==> config.mk <==
export PLATFORM = sky130hd
export DESIGN_NAME = fp_add_arbiter
export DESIGN_NICKNAME = d
export VERILOG_FILES = /design/src/rtl/fp_add_arbiter.sv
export SDC_FILE = /design/constraint.sdc
export NUM_CORES = 1
export LEC_CHECK = 0
export ABC_AREA = 1
export BUFFER_PORTS_ARGS = -buffer_cell sky130_fd_sc_hd__buf_2
export CORE_MARGIN = 5
export CORE_UTILIZATION = 30
export DETAILED_ROUTE_END_ITERATION = 6
export PLACE_DENSITY = 0.6
export SYNTH_ARGS = -nofsm -noshare
export SYNTH_HDL_FRONTEND = slang
export SYNTH_SLANG_ARGS = --single-unit
==> constraint.sdc <==
create_clock -name clk -period 2.65 [get_ports clk]
set_input_delay 0.1325 -clock clk [delete_from_list [all_inputs] [get_ports clk]]
set_output_delay 0.1325 -clock clk [all_outputs]
set_load 0.03 [all_outputs]
==> src/rtl/fp_add_arbiter.sv <==
// fp_add_arbiter: round-robin sharing of one combinational FP adder across NUM_REQ requesters, two-stage pipeline
module fp_add_arbiter #(
  parameter int NUM_REQ = 4,
  parameter int ID_W    = 2
) (
  input  logic                  clk,
  input  logic                  rst,
  input  logic [NUM_REQ-1:0]    req_valid,
  input  logic [32*NUM_REQ-1:0] req_op1,
  input  logic [32*NUM_REQ-1:0] req_op2,
  output logic [NUM_REQ-1:0]    req_ready,
  output logic [31:0]           add_operand1,
  output logic [31:0]           add_operand2,
  input  logic [31:0]           add_result,
  output logic                  rsp_valid,
  output logic [31:0]           rsp_data,
  output logic [ID_W-1:0]       rsp_id,
  input  logic                  rsp_ready
);
  logic            s1_valid;
  logic [ID_W-1:0] s1_id;
  logic [ID_W-1:0] last_grant;
  logic [ID_W-1:0] win;
  logic [ID_W-1:0] idx;
  logic            found;
  logic            rsp_free;
  logic            s1_free;
  logic            take;
  assign rsp_free = !rsp_valid || rsp_ready;
  assign s1_free  = !s1_valid || rsp_free;
  // walk the ring starting just past the previous winner
  always_comb begin
    idx   = last_grant;
    win   = '0;
    found = 1'b0;
    for (int k = 0; k < NUM_REQ; k++) begin
      idx = (idx == ID_W'(NUM_REQ - 1)) ? '0 : idx + ID_W'(1);
      if (!found && req_valid[idx]) begin
        found = 1'b1;
        win   = idx;
      end
    end
  end
  assign req_ready = (found && s1_free && !rst) ? NUM_REQ'(1) << win : '0;
  assign take      = |req_ready;
  always_ff @(posedge clk) begin
    if (rst) begin
      s1_valid     <= 1'b0;
      s1_id        <= '0;
      last_grant   <= ID_W'(NUM_REQ - 1);
      add_operand1 <= '0;
      add_operand2 <= '0;
      rsp_valid    <= 1'b0;
      rsp_data     <= '0;
      rsp_id       <= '0;
    end else begin
      if (rsp_free) begin
        rsp_valid <= s1_valid;
        if (s1_valid) begin
          rsp_data <= add_result;
          rsp_id   <= s1_id;
        end
      end
      if (s1_free) begin
        s1_valid <= take;
        if (take) begin
          add_operand1 <= req_op1[{win, 5'd0} +: 32];
          add_operand2 <= req_op2[{win, 5'd0} +: 32];
          s1_id        <= win;
          last_grant   <= win;
        end
      end
    end
  end
endmodule

# Word-level counts from Yosys, hierarchy flattened
# Cells that the tools add are included.
# word_totals
inputBits,295
out_inout_bits,103
reg_bits,104
# op_classes
addsub,4
shift,3
n_lt_le_gt_ge,4
eq_ne,4
mux,21
reduce_logical,16
# ops
operator,n
$shiftx A128 B8 Y32,2
$mux W2,8
$lt A2 B3 Y1 const B,4
$add A2 B1 Y2 const B,4
$bmux W1 S2,4
$eq A2 B2 Y1 const B,4
$mux W1,8
$logic_not A1 Y1,6
$logic_and A1 B1 Y1,5
$mux W4,1
$reduce_and A2 Y1,2
$reduce_or A4 Y1,1
$shl A1 B2 Y4 const A,1
$logic_or A1 B1 Y1,2

# Depth between registers and ports, before layout
# Gate-level depths: netlist of run 1.
# depth
depth_word,19
mapped_depth,19
ltp_nobuf,17

# Least setup slack after synthesis of run 1
# OpenSTA, ideal clock, no wires.
# synth_path
path_kind,reg2out
from,register last_grant[0]
to,output port req_ready[0]
slack_ps,42
stages_incl_launch_ff,15
required_ps,2518
path_buffers,2
t_arrival_ps,2475
cell_sequence,dfxtp_1 > ha_1 > inv_2 > nand2_1 > nand2_2 > nand2_1 > nand2_1 > nand2_1 > nand2_1 > nand2_2 > nand3_2 > buf_6 > buf_6 > inv_2 > nor3_1
# synth_via
elab_chain_len,17
# synth_lines
item,line,source
"start, declared",22,logic [ID_W-1:0] last_grant;
"start signal, assigned",50,last_grant <= ID_W'(NUM_REQ - 1);
"start signal, assigned",70,last_grant <= win;
$add A2 B1 Y2 or $eq A2 B2 Y1 (tied branches),37,idx = (idx == ID_W'(NUM_REQ - 1)) ? '0 : idx + ID_W'(1);
$mux W2 *,37,
"parallel branches: the longest is 14 deep, another holds $add A2 B1 Y2",--,
$mux W4 *,44,assign req_ready = (found && s1_free && !rst) ? NUM_REQ'(1) << win : '0;
"end, declared",11,"output logic [NUM_REQ-1:0] req_ready,"
# Every way passes the cells marked *. The select of a mux whose other input is x is not followed.

# Worst setup path after layout of run 1
# layout_path
from,register last_grant[0]
to,output port req_ready[3]
# The elaborated chain is that of the path after synthesis.

==> results of run 1 <==
-- report_power, final --
| part | internal, mW | switching (mW) |
|---|---|---|
| logic | 4.63 | 9.32 |
| clock network | 0.670 | 0.706 |
| registers | 2.15 | 0.276 |
-- placed cells by master (no fill, tap or decap) --
master         Yosys  final
nor2_4             2      2
nand3_1           68     68
inv_6              0      2
nor2_2             0      1
diode_2            0      4
nand4_4            0      1
nor2_1            72     71
clkinv_2           0      1
nand2_4            0      2
buf_6             11      1
nand4_1          129    129
a21oi_1            4      4
o21ai_0           38     38
nand3_4            0      3
buf_12             0     12
buf_2             57    394
dfxtp_4            0      1
inv_1              8      8
nand2_2            4     12
nand2_1          615    605
buf_8              0      1
inv_8              0      3
inv_2              6      5
clkinv_4           0      2
dlygate4sd3_1      0      1
nand3b_4           0      1
clkinv_1           1      1
nor3_2             1      1
ha_4               0      1
a211oi_1           1      1
buf_4              5     16
clkbuf_16          0      9
nor3_1             1      1
dfxtp_1          104    103
-- cell families (layout without fill, tap and decap cells) --
group           after synthesis  count (layout)  share of synthesized area [%]
fa+ha+maj                     1               1                          0.185
flops                       104             104                           30.8
compound gates               43              43                           3.22
simple gates                897             897                           56.9
buf+inv                     114             456                           8.89
other cells                   0               4                              0
-- cell type report --
cell class | count | area share, %
multi-input cells | 941 | 44.6
inverters | 15 | 0.617
clock buffers | 9 | 2.41
flip-flops and latches | 104 | 22.3
repair buffers | 425 | 25.4
clock inverters | 7 | 0.737
well taps | 285 | 3.82
diodes | 4 | 0.107
-- how the worst min path moves through the flow --
stage | start | end | slack (ns) | depth (start not counted)
4_1_cts | add_result[2] | rsp_data[2] | 0.009 | 3
2_1_floorplan | rst | rsp_valid | 0.20 | 1
6_report | add_result[2] | rsp_data[2] | 0.02 | 3
3_5_place_dp | add_result[8] | rsp_data[8] | 0.39 | 3
3_3_place_gp | add_result[8] | rsp_data[8] | 0.38 | 3
5_1_grt | add_result[3] | rsp_data[3] | 0.01 | 3
-- metrics by stage --
step,setup slack [ns],utilization (%),area [sq um]
floorplan,0.0421,-,6760
global route,-0.00364,41.6,9340
finish,0.182,41.6,9340
global placement,0.135,39.7,8900
CTS,0.00246,41.2,9250
detailed placement,0.0718,39.7,8900
-- repair_timing --
item,CTS,global route
endpoints found under the setup margin,4,62
pin swaps,0,2
buffers inserted,4,3
endpoints found under the hold margin,1,0
hold buffers,1,0
resized for setup,5,18
-- worst reg2reg max path, cell delays in order, from the launching register on --
cell and delay [ns]:
dfxtp_4 0.38, ha_4 0.18, nor2_4 0.21, nand2_1 0.08, nand2_1 0.12, nand2_1 0.08, nand2_2 0.12, nand2_2 0.09
nand2_1 0.10, nand2_4 0.08, nand3_4 0.09, buf_6 0.18, buf_12 0.20, nand2_1 0.12, nand2_1 0.08, nand2_1 0.07
nand2_1 0.06, nand2_1 0.04, nand2_1 0.06
-- state kept, by name (all words and copies together) (netlist names) --
name          flops
s1_valid          1
add_operand1     32
s1_id             2
last_grant        2
rsp_id            2
add_operand2     32
rsp_data         32
rsp_valid         1
-- synth_stat cells (all sizes together) --
cell      n  share of area, %
clkbuf   26               1.4
ha        1              0.19
inv      14              0.78
dfxtp   104                31
nand4   130                12
clkinv    1             0.056
nor3      2              0.22
nor2     74               4.3
buf      73               6.6
a211oi    1              0.11
nand3b    1              0.17
a21oi     4              0.30
nand3    71               5.5
nand2   619                35
o21ai    38               2.8
-- routing by layer --
layer / vias up / GRT usage [%] / routed length (microns)
met1: 3916 / 25.9 / 11800
met3: 35 / 6.32 / 2300
met5: - / 0 / 46
met2: 330 / 37.0 / 14100
met4: 8 / 4.65 / 413
li1: 4441 / - / -
==> run_results.csv, run 1 <==
group,metric,value,unit
outcome,outcome,"finished, final reports clean",
critical_path,endpoint_kind,"primary output",
power_and_ir_drop,leakage,5.50,nW
layout,multiInputGateArea,4160,sq um
power_and_ir_drop,p_per_area,1900,nW/um^2
cts,cts_buffers,9,
critical_path,rrSetupSlack,0.27,ns
critical_path,critical_path_class,"reg2out",
layout,fill_cells,2503,
timing,fin_crit_sh,93.1,%
cts,worstSkewPairLatency,0.36,ns
critical_path,cpMostUsedCell,"nand2_1",
logic_synthesis,netlist_instances,1159,
cts,path_clk_slew,0.08,ns
critical_path,critPathBufInv,2,
logic_synthesis,synth_area,6760,sq um
timing,fin_skew,0.00999,ns
floorplan,fp.dieH,160,microns
routing,dr.pass1.iters,5,
critical_path,regToRegStartpoint,"last_grant[0]",
worst_hold_path,hp-class,"in2reg",
power_and_ir_drop,worst_ir_drop_vdd,1.12,mV
timing,fmax,405,MHz
timing,maxSlewViolCount,0,
run,cap_violations,0,
floorplan,core_area,22400,sq um
layout,fin_nets,1792,
cts,cts_root_buf,"clkbuf_16",
critical_path,startpoint,"last_grant[0]",
critical_path,worstPathRequired,2.52,ns
grt,antenna_found_initial,10,
critical_path,rr_endpoint,"add_operand1[5]",
routing,antenna_left,0,
cts,ctsHtreeMaxLevel,3,
routing,vias,8730,
layout,area_growth,38.2,%
grt,grt_pass1_wl,44800,microns
layout,layout-drive-gt1-share,31.4,%
critical_path,start_kind,"flop",
critical_path,cp.arrival,2.34,ns
critical_path,path_depth,13,
logic_synthesis,synth.distinct_cells,23,
routing,drt_iter0_markers,512,
placed_design,dp.cells,1762,
routing,post_drt_wl_per_cell,16.0,microns
cts,cts_sinks,104,
grt,grt.overflow.total,0,
critical_path,slowest_delay,0.38,ns
cts,cts_tree,"yes",
timing,tightest_slew,0.966,ns
floorplan,initial_core_util,30.1,%
routing,totalWireLength,28700,microns
timing,setup_viol,0,
power_and_ir_drop,total_power,17.7,mW
floorplan,dieArea,25600,sq um
placed_design,dpl.hpwl,21000,microns
layout,fin_cells,1790,
layout,regArea,2090,sq um
critical_path,worstRegToRegCells,18,
floorplan,io_pins,398,
cts,clockBufferDepth,2,
timing,fin_tns_setup,0,ns
timing,relSlewSlack,35.2,%
logic_synthesis,avgSynthCellArea,5.83,sq um
timing,hold_viol,0,
critical_path,cp_slowest_cell,"dfxtp_4",
critical_path,crit_path_cell_trace,"ha_4 > nor2_4 > nand2_1 > nand2_1 > nand2_1 > nand2_2 > nand2_2 > nand2_1 > nand2_4 > nand3_4 > buf_12 > nor2_2 > buf_4",
critical_path,cp_top_family,"simple AND/OR/NAND/NOR gates",
routing,vias_per_cell,4.88,
floorplan,die_x,160,microns
logic_synthesis,ys_seq_area_share,30.8,%
grt,gr-usage-all-layers,21.2,%
routing,drc,0,
critical_path,endpoint,"req_ready[3]",
timing,period_minus_slack,2.47,ns
logic_synthesis,ys_seq_elements,104,
floorplan,rows,55,
logic_synthesis,yosysWarnings,0,
logic_synthesis,synth_nets,1455,
placed_design,io_buffers,397,
grt,grt_max_degree,90,
timing,whs,0.0226,ns
critical_path,cp_max_fo,45,
grt,grt_pass1_vias,8316,
placed_design,place_congestion,0.822,
No activity file was read; power rests on OpenSTA's default activity.
==> run 2, diff against run 1 <==
Settings changed: RECOVER_POWER from default to 50.
==> run 2 against run 1 <==
Compared with the run above: via count fell by 0.19%; clock-buffer cell count did not move; cell count did not move; register-to-register slack barely moved; clock power barely moved; worst hold slack got worse by 0.0025 ns; setup slack barely moved; fmax barely moved; power fell by 0.84%; core utilization fell by 0.55 points; largest power group unchanged.
==> run_results.csv, run 2 (synthesized netlist as in run 1, its figures left out) <==
group,metric,value,unit
outcome,outcome,"finished, final reports clean",
cts,clockBufferDepth,2,
timing,fin_crit_sh,93.1,%
placed_design,dpl.hpwl,21000,microns
layout,final_cell_mix,"605 x nand2_1, 295 x buf_2, 129 x nand4_1, 103 x dfxtp_1, 99 x clkbuf_1",
floorplan,initial_core_util,30.1,%
timing,tightest_slew,0.953,ns
layout,fin_nets,1792,
power_and_ir_drop,worst_ir_drop_vdd,1.11,mV
routing,antenna_left,0,
cts,path_clk_slew,0.08,ns
timing,maxSlewViolCount,0,
run,cap_violations,0,
routing,drc,0,
floorplan,fp.dieH,160,microns
timing,fmax,405,MHz
timing,whs,0.0201,ns
routing,post_drt_wl_per_cell,16.0,microns
layout,layout-drive-gt1-share,24.8,%
layout,layout_commonest_cell,"nand2_1",
layout,post-route-util,41.1,%
floorplan,die_x,160,microns
grt,grt_max_degree,90,
cts,cts_tree,"yes",
critical_path,cp.arrival,2.33,ns
timing,hold_viol,0,
cts,cts_buffers,9,
floorplan,dieArea,25600,sq um
critical_path,worstPathRequired,2.52,ns
routing,vias_per_cell,4.87,
critical_path,endpoint_kind,"primary output",
timing,finalWorstSetupSlack,0.183,ns
worst_hold_path,hp-start,"add_result[2]",
routing,vias,8713,
layout,area_growth,36.4,%
timing,period_minus_slack,2.47,ns
critical_path,regToRegStartpoint,"last_grant[0]",
power_and_ir_drop,leakage,5.14,nW
power_and_ir_drop,clockPowerShare,7.8,%
power_and_ir_drop,p_per_area,1910,nW/um^2
critical_path,start_kind,"flop",
power_and_ir_drop,pwr-share-seq,13.9,%
cts,cts_sinks,104,
timing,setup_viol,0,
cts,ctsHtreeMaxLevel,3,
grt,grt_pass1_wl,44800,microns
grt,grtUsageMet1,25.9,%
placed_design,io_buffers,397,
grt,antenna_found_initial,10,
grt,grtUsageMet3,6.32,%
placed_design,dp_slack,0.0718,ns
power_and_ir_drop,pwr-share-comb,78.3,%
cts,cts_root_buf,"clkbuf_16",
cts,worstSkewPairLatency,0.36,ns
power_and_ir_drop,intPower,7.32,mW
routing,drt_iter0_markers,549,
timing,fin_skew,0.0109,ns
grt,gr-usage-all-layers,21.2,%
critical_path,cp_max_fo,45,
timing,relSlewSlack,36.0,%
floorplan,rows,55,
critical_path,startpoint,"last_grant[0]",
placed_design,dpl_cell_area,8900,sq um
worst_hold_path,hp-class,"in2reg",
routing,totalWireLength,28600,microns
grt,busiest_layer,"met2",
floorplan,io_pins,398,
grt,grt.overflow.total,0,
grt,use_met2,37.0,%
layout,final_cell_area,9210,sq um
power_and_ir_drop,swShare,58.4,%
placed_design,place_congestion,0.822,
layout,reg_top3,"add_operand1 (32), add_operand2 (32), rsp_data (32)",
critical_path,critical_path_class,"reg2out",
routing,dr.pass1.iters,5,
power_and_ir_drop,switchingPower,10.3,mW
grt,grt_pass1_vias,8316,
floorplan,core_area,22400,sq um
run 2: changes by cell type in the layout (fill, tap and decap cells not counted):
cell,previous run,this run
clkbuf_1,0,99
buf_2,394,295
run 2: per-layer routing:
layer	vias up	wire length, microns
met5	-	46
met4	8	401
met3	37	2350
met2	344	14000
met1	3887	11800
li1	4437	-
run 2: path summary, 6_finish.rpt:
kind                                   endpoint  cells after the start  slack, ns
worst max-delay path               req_ready[3]                     13       0.18
worst min-delay path                rsp_data[2]                      3       0.02
worst max register to register  add_operand1[5]                     18       0.27
worst min register to register         s1_id[1]                      2       0.47
run 2: stage by stage:
step           power, mW  instances  setup TNS (ns)
3_5_place_dp        16.1       1762               0
6_report            17.6       1790               0
4_1_cts             17.8       1783               0
3_3_place_gp        16.1       1762               0
5_1_grt             19.6       1790        -0.00364
2_1_floorplan       12.9       1159               0
run 2: layout make-up:
class | count | area [sq um]
repair buffers | 425 | 2240
multi-input cells | 941 | 4160
flip-flops and latches | 104 | 2090
inverters | 15 | 57.6
diodes | 4 | 10.0
well taps | 285 | 357
fillers | 2550 | 13200
clock inverters | 7 | 68.8
clock buffers | 9 | 225
run 2: power groups by stage:
stage               Combinational, mW  Clock, mW  Sequential, mW
finish                           13.8       1.38            2.44
global route                     15.6       1.51            2.50
CTS                              13.9       1.43            2.42
detailed placement               13.7          0            2.45
global placement                 13.7          0            2.43
floorplan                        9.59          0            3.33
run 2: repair_timing:
| action | 4_1_cts | 5_1_grt |
|---|---|---|
| hold endpoints to repair | 1 | 0 |
| hold buffers | 1 | 0 |
| pin swaps | 0 | 2 |
| setup endpoints to repair | 4 | 62 |
| setup buffers | 4 | 3 |
| gates resized for setup | 5 | 18 |
run 2: critical path, stage by stage (launching register included):
cell	delay [ns]
dfxtp_4	0.38
ha_4	0.18
nor2_4	0.21
nand2_1	0.08
nand2_1	0.12
nand2_1	0.08
nand2_2	0.12
nand2_2	0.09
nand2_1	0.10
nand2_4	0.08
nand3_4	0.09
buf_12	0.21
nor2_2	0.06
buf_4	0.17
==> run 3, diff against run 2 <==
Settings changed: CELL_PAD_IN_SITES_DETAIL_PLACEMENT from default to 0, CELL_PAD_IN_SITES_GLOBAL_PLACEMENT from default to 2, CORE_UTILIZATION 30 to 20, PLACE_DENSITY 0.6 to 0.8.
==> run 3 against run 2 <==
Compared with the run above: via count grew 0.84%; clock-buffer cell count did not move; worst hold slack barely moved; combinational power up 8%; routed wire length is 19% higher; clock power is essentially flat; core utilization is 12 points lower; critical endpoint is now req_ready[0]; largest power group unchanged; highest routed layer unchanged.
==> run_results.csv, run 3 (synthesized netlist as in run 1, its figures left out) <==
group,metric,value,unit
timing,period_minus_slack,2.53,ns
floorplan,rows,67,
timing,setup_viol,0,
critical_path,worstPathRequired,2.52,ns
critical_path,cp.arrival,2.40,ns
worst_hold_path,hp-class,"in2reg",
floorplan,die_x,194,microns
routing,totalWireLength,34000,microns
routing,drc,0,
timing,fin_crit_sh,95.4,%
critical_path,start_kind,"flop",
placed_design,place_congestion,0.835,
layout,fin_nets,1803,
layout,layout-drive-gt1-share,25.5,%
routing,vias,8786,
floorplan,fp.dieH,194,microns
routing,vias_per_cell,4.48,
cts,path_clk_slew,0.08,ns
grt,grt_pass1_vias,8930,
timing,maxSlewViolCount,0,
grt,grt.overflow.total,0,
critical_path,rrSetupSlack,0.23,ns
timing,rsz0062_at_grt,"yes",
floorplan,io_pins,398,
placed_design,dpl.hpwl,24900,microns
critical_path,cp_max_fo,15,
layout,final_cell_mix,"607 x nand2_1, 294 x buf_2, 129 x nand4_1, 102 x dfxtp_1, 99 x clkbuf_1",
power_and_ir_drop,total_power,18.7,mW
routing,post_drt_wl_per_cell,17.3,microns
grt,grt_max_degree,79,
power_and_ir_drop,p_per_area,1950,nW/um^2
cts,worstSkewPairLatency,0.37,ns
layout,fill_cells,3889,
power_and_ir_drop,leakage,5.25,nW
placed_design,io_buffers,397,
timing,fin_skew,0.00939,ns
timing,whs,0.0203,ns
timing,fmax,396,MHz
layout,area_growth,42.3,%
layout,post-route-util,28.7,%
layout,reg_top3,"add_operand1 (32), add_operand2 (32), rsp_data (32)",
grt,gr-usage-all-layers,17.6,%
grt,antenna_found_initial,8,
timing,tightest_slew,0.653,ns
floorplan,dieArea,37600,sq um
cts,clockBufferDepth,2,
routing,drt_iter0_markers,358,
critical_path,critical_path_class,"reg2out",
cts,cts_sinks,104,
timing,relSlewSlack,56.5,%
layout,layout_commonest_cell,"nand2_1",
critical_path,endpoint_kind,"primary output",
cts,cts_tree,"yes",
floorplan,core_area,33400,sq um
run,cap_violations,0,
cts,cts_buffers,9,
routing,antenna_left,0,
timing,hold_viol,0,
power_and_ir_drop,worst_ir_drop_vdd,1.51,mV
cts,cts_root_buf,"clkbuf_16",
grt,grt_pass1_wl,52500,microns
floorplan,initial_core_util,20.2,%
routing,dr.pass1.iters,6,
cts,ctsHtreeMaxLevel,3,
outcome,outcome,"finished, final reports clean",
## run 3: changes by cell type in the layout (fill, tap and decap cells not counted), sizes merged
| cell | before | now |
|---|---|---|
| buf | 325 | 333 |
| clkbuf | 108 | 109 |
| diode | 4 | 2 |
| clkinv | 4 | 5 |
| inv | 18 | 16 |
| clkinvlp | 0 | 1 |
| bufbuf | 0 | 3 |
| dlygate4sd3 | 1 | 0 |
## run 3: what timing repair did
item	CTS	global route
pin swaps	3	2
setup buffers	3	6
endpoints found under the setup margin	4	62
hold buffers	0	0
gates cloned	3	0
resized for setup	15	23
## run 3: metal layers
layer | GRT usage (%) | up-vias | wire (microns)
met3 | 5.98 | 38 | 2890
li1 | - | 4474 | -
met5 | 0 | - | 28
met4 | 4.88 | 6 | 783
met2 | 29.4 | 351 | 15600
met1 | 21.6 | 3917 | 14700
## run 3: worst max-delay path, stage by stage, from the launching register on
cell,delay (ns)
dfxtp_2,0.34
ha_4,0.30
inv_2,0.07
nand2_1,0.08
nand2_2,0.07
nand2_1,0.07
nand2_1,0.07
buf_4,0.16
nand2_1,0.07
nor3_2,0.04
nand2_1,0.11
nand3_4,0.14
buf_12,0.20
nor3_2,0.12
buf_4,0.18
## run 3: final timing paths
| kind | start | end | cells past startpoint |
|---|---|---|---|
| max | last_grant[0] | req_ready[0] | 14 |
| min | add_result[3] | rsp_data[3] | 3 |
| max reg2reg | last_grant[0] | add_operand2[3] | 17 |
| min reg2reg | s1_id[1] | s1_id[1] | 2 |
## run 3: cell type report
cell class | instances | area, sq um | share of cell area (%)
Clock inverter | 7 | 73.8 | 0.768
Timing Repair Buffer | 436 | 2410 | 25.1
Antenna cell | 2 | 5.00 | 0.0521
Tap cell | 448 | 561 | 5.83
Clock buffer | 9 | 225 | 2.34
Multi-Input combinational cell | 941 | 4180 | 43.5
Inverter | 15 | 65.1 | 0.677
Sequential cell | 104 | 2080 | 21.7
## run 3: per-stage QoR
stage                     area, sq um  std cells  setup slack, ns  TNS [ns]
after floorplan                  6760       1159           0.0421         0
after global placement           9140       1933            0.106         0
after detailed placement         9140       1933           0.0867         0
after CTS                        9610       1955          0.00446         0
after global routing             9610       1961          -0.0241   -0.0496
final                            9610       1962            0.122         0
## run 3: report_power, final
group          switching [mW]  internal, mW  total, mW
combinational            9.95          4.94       14.9
sequential              0.264          2.15       2.41
clock                   0.724         0.668       1.39
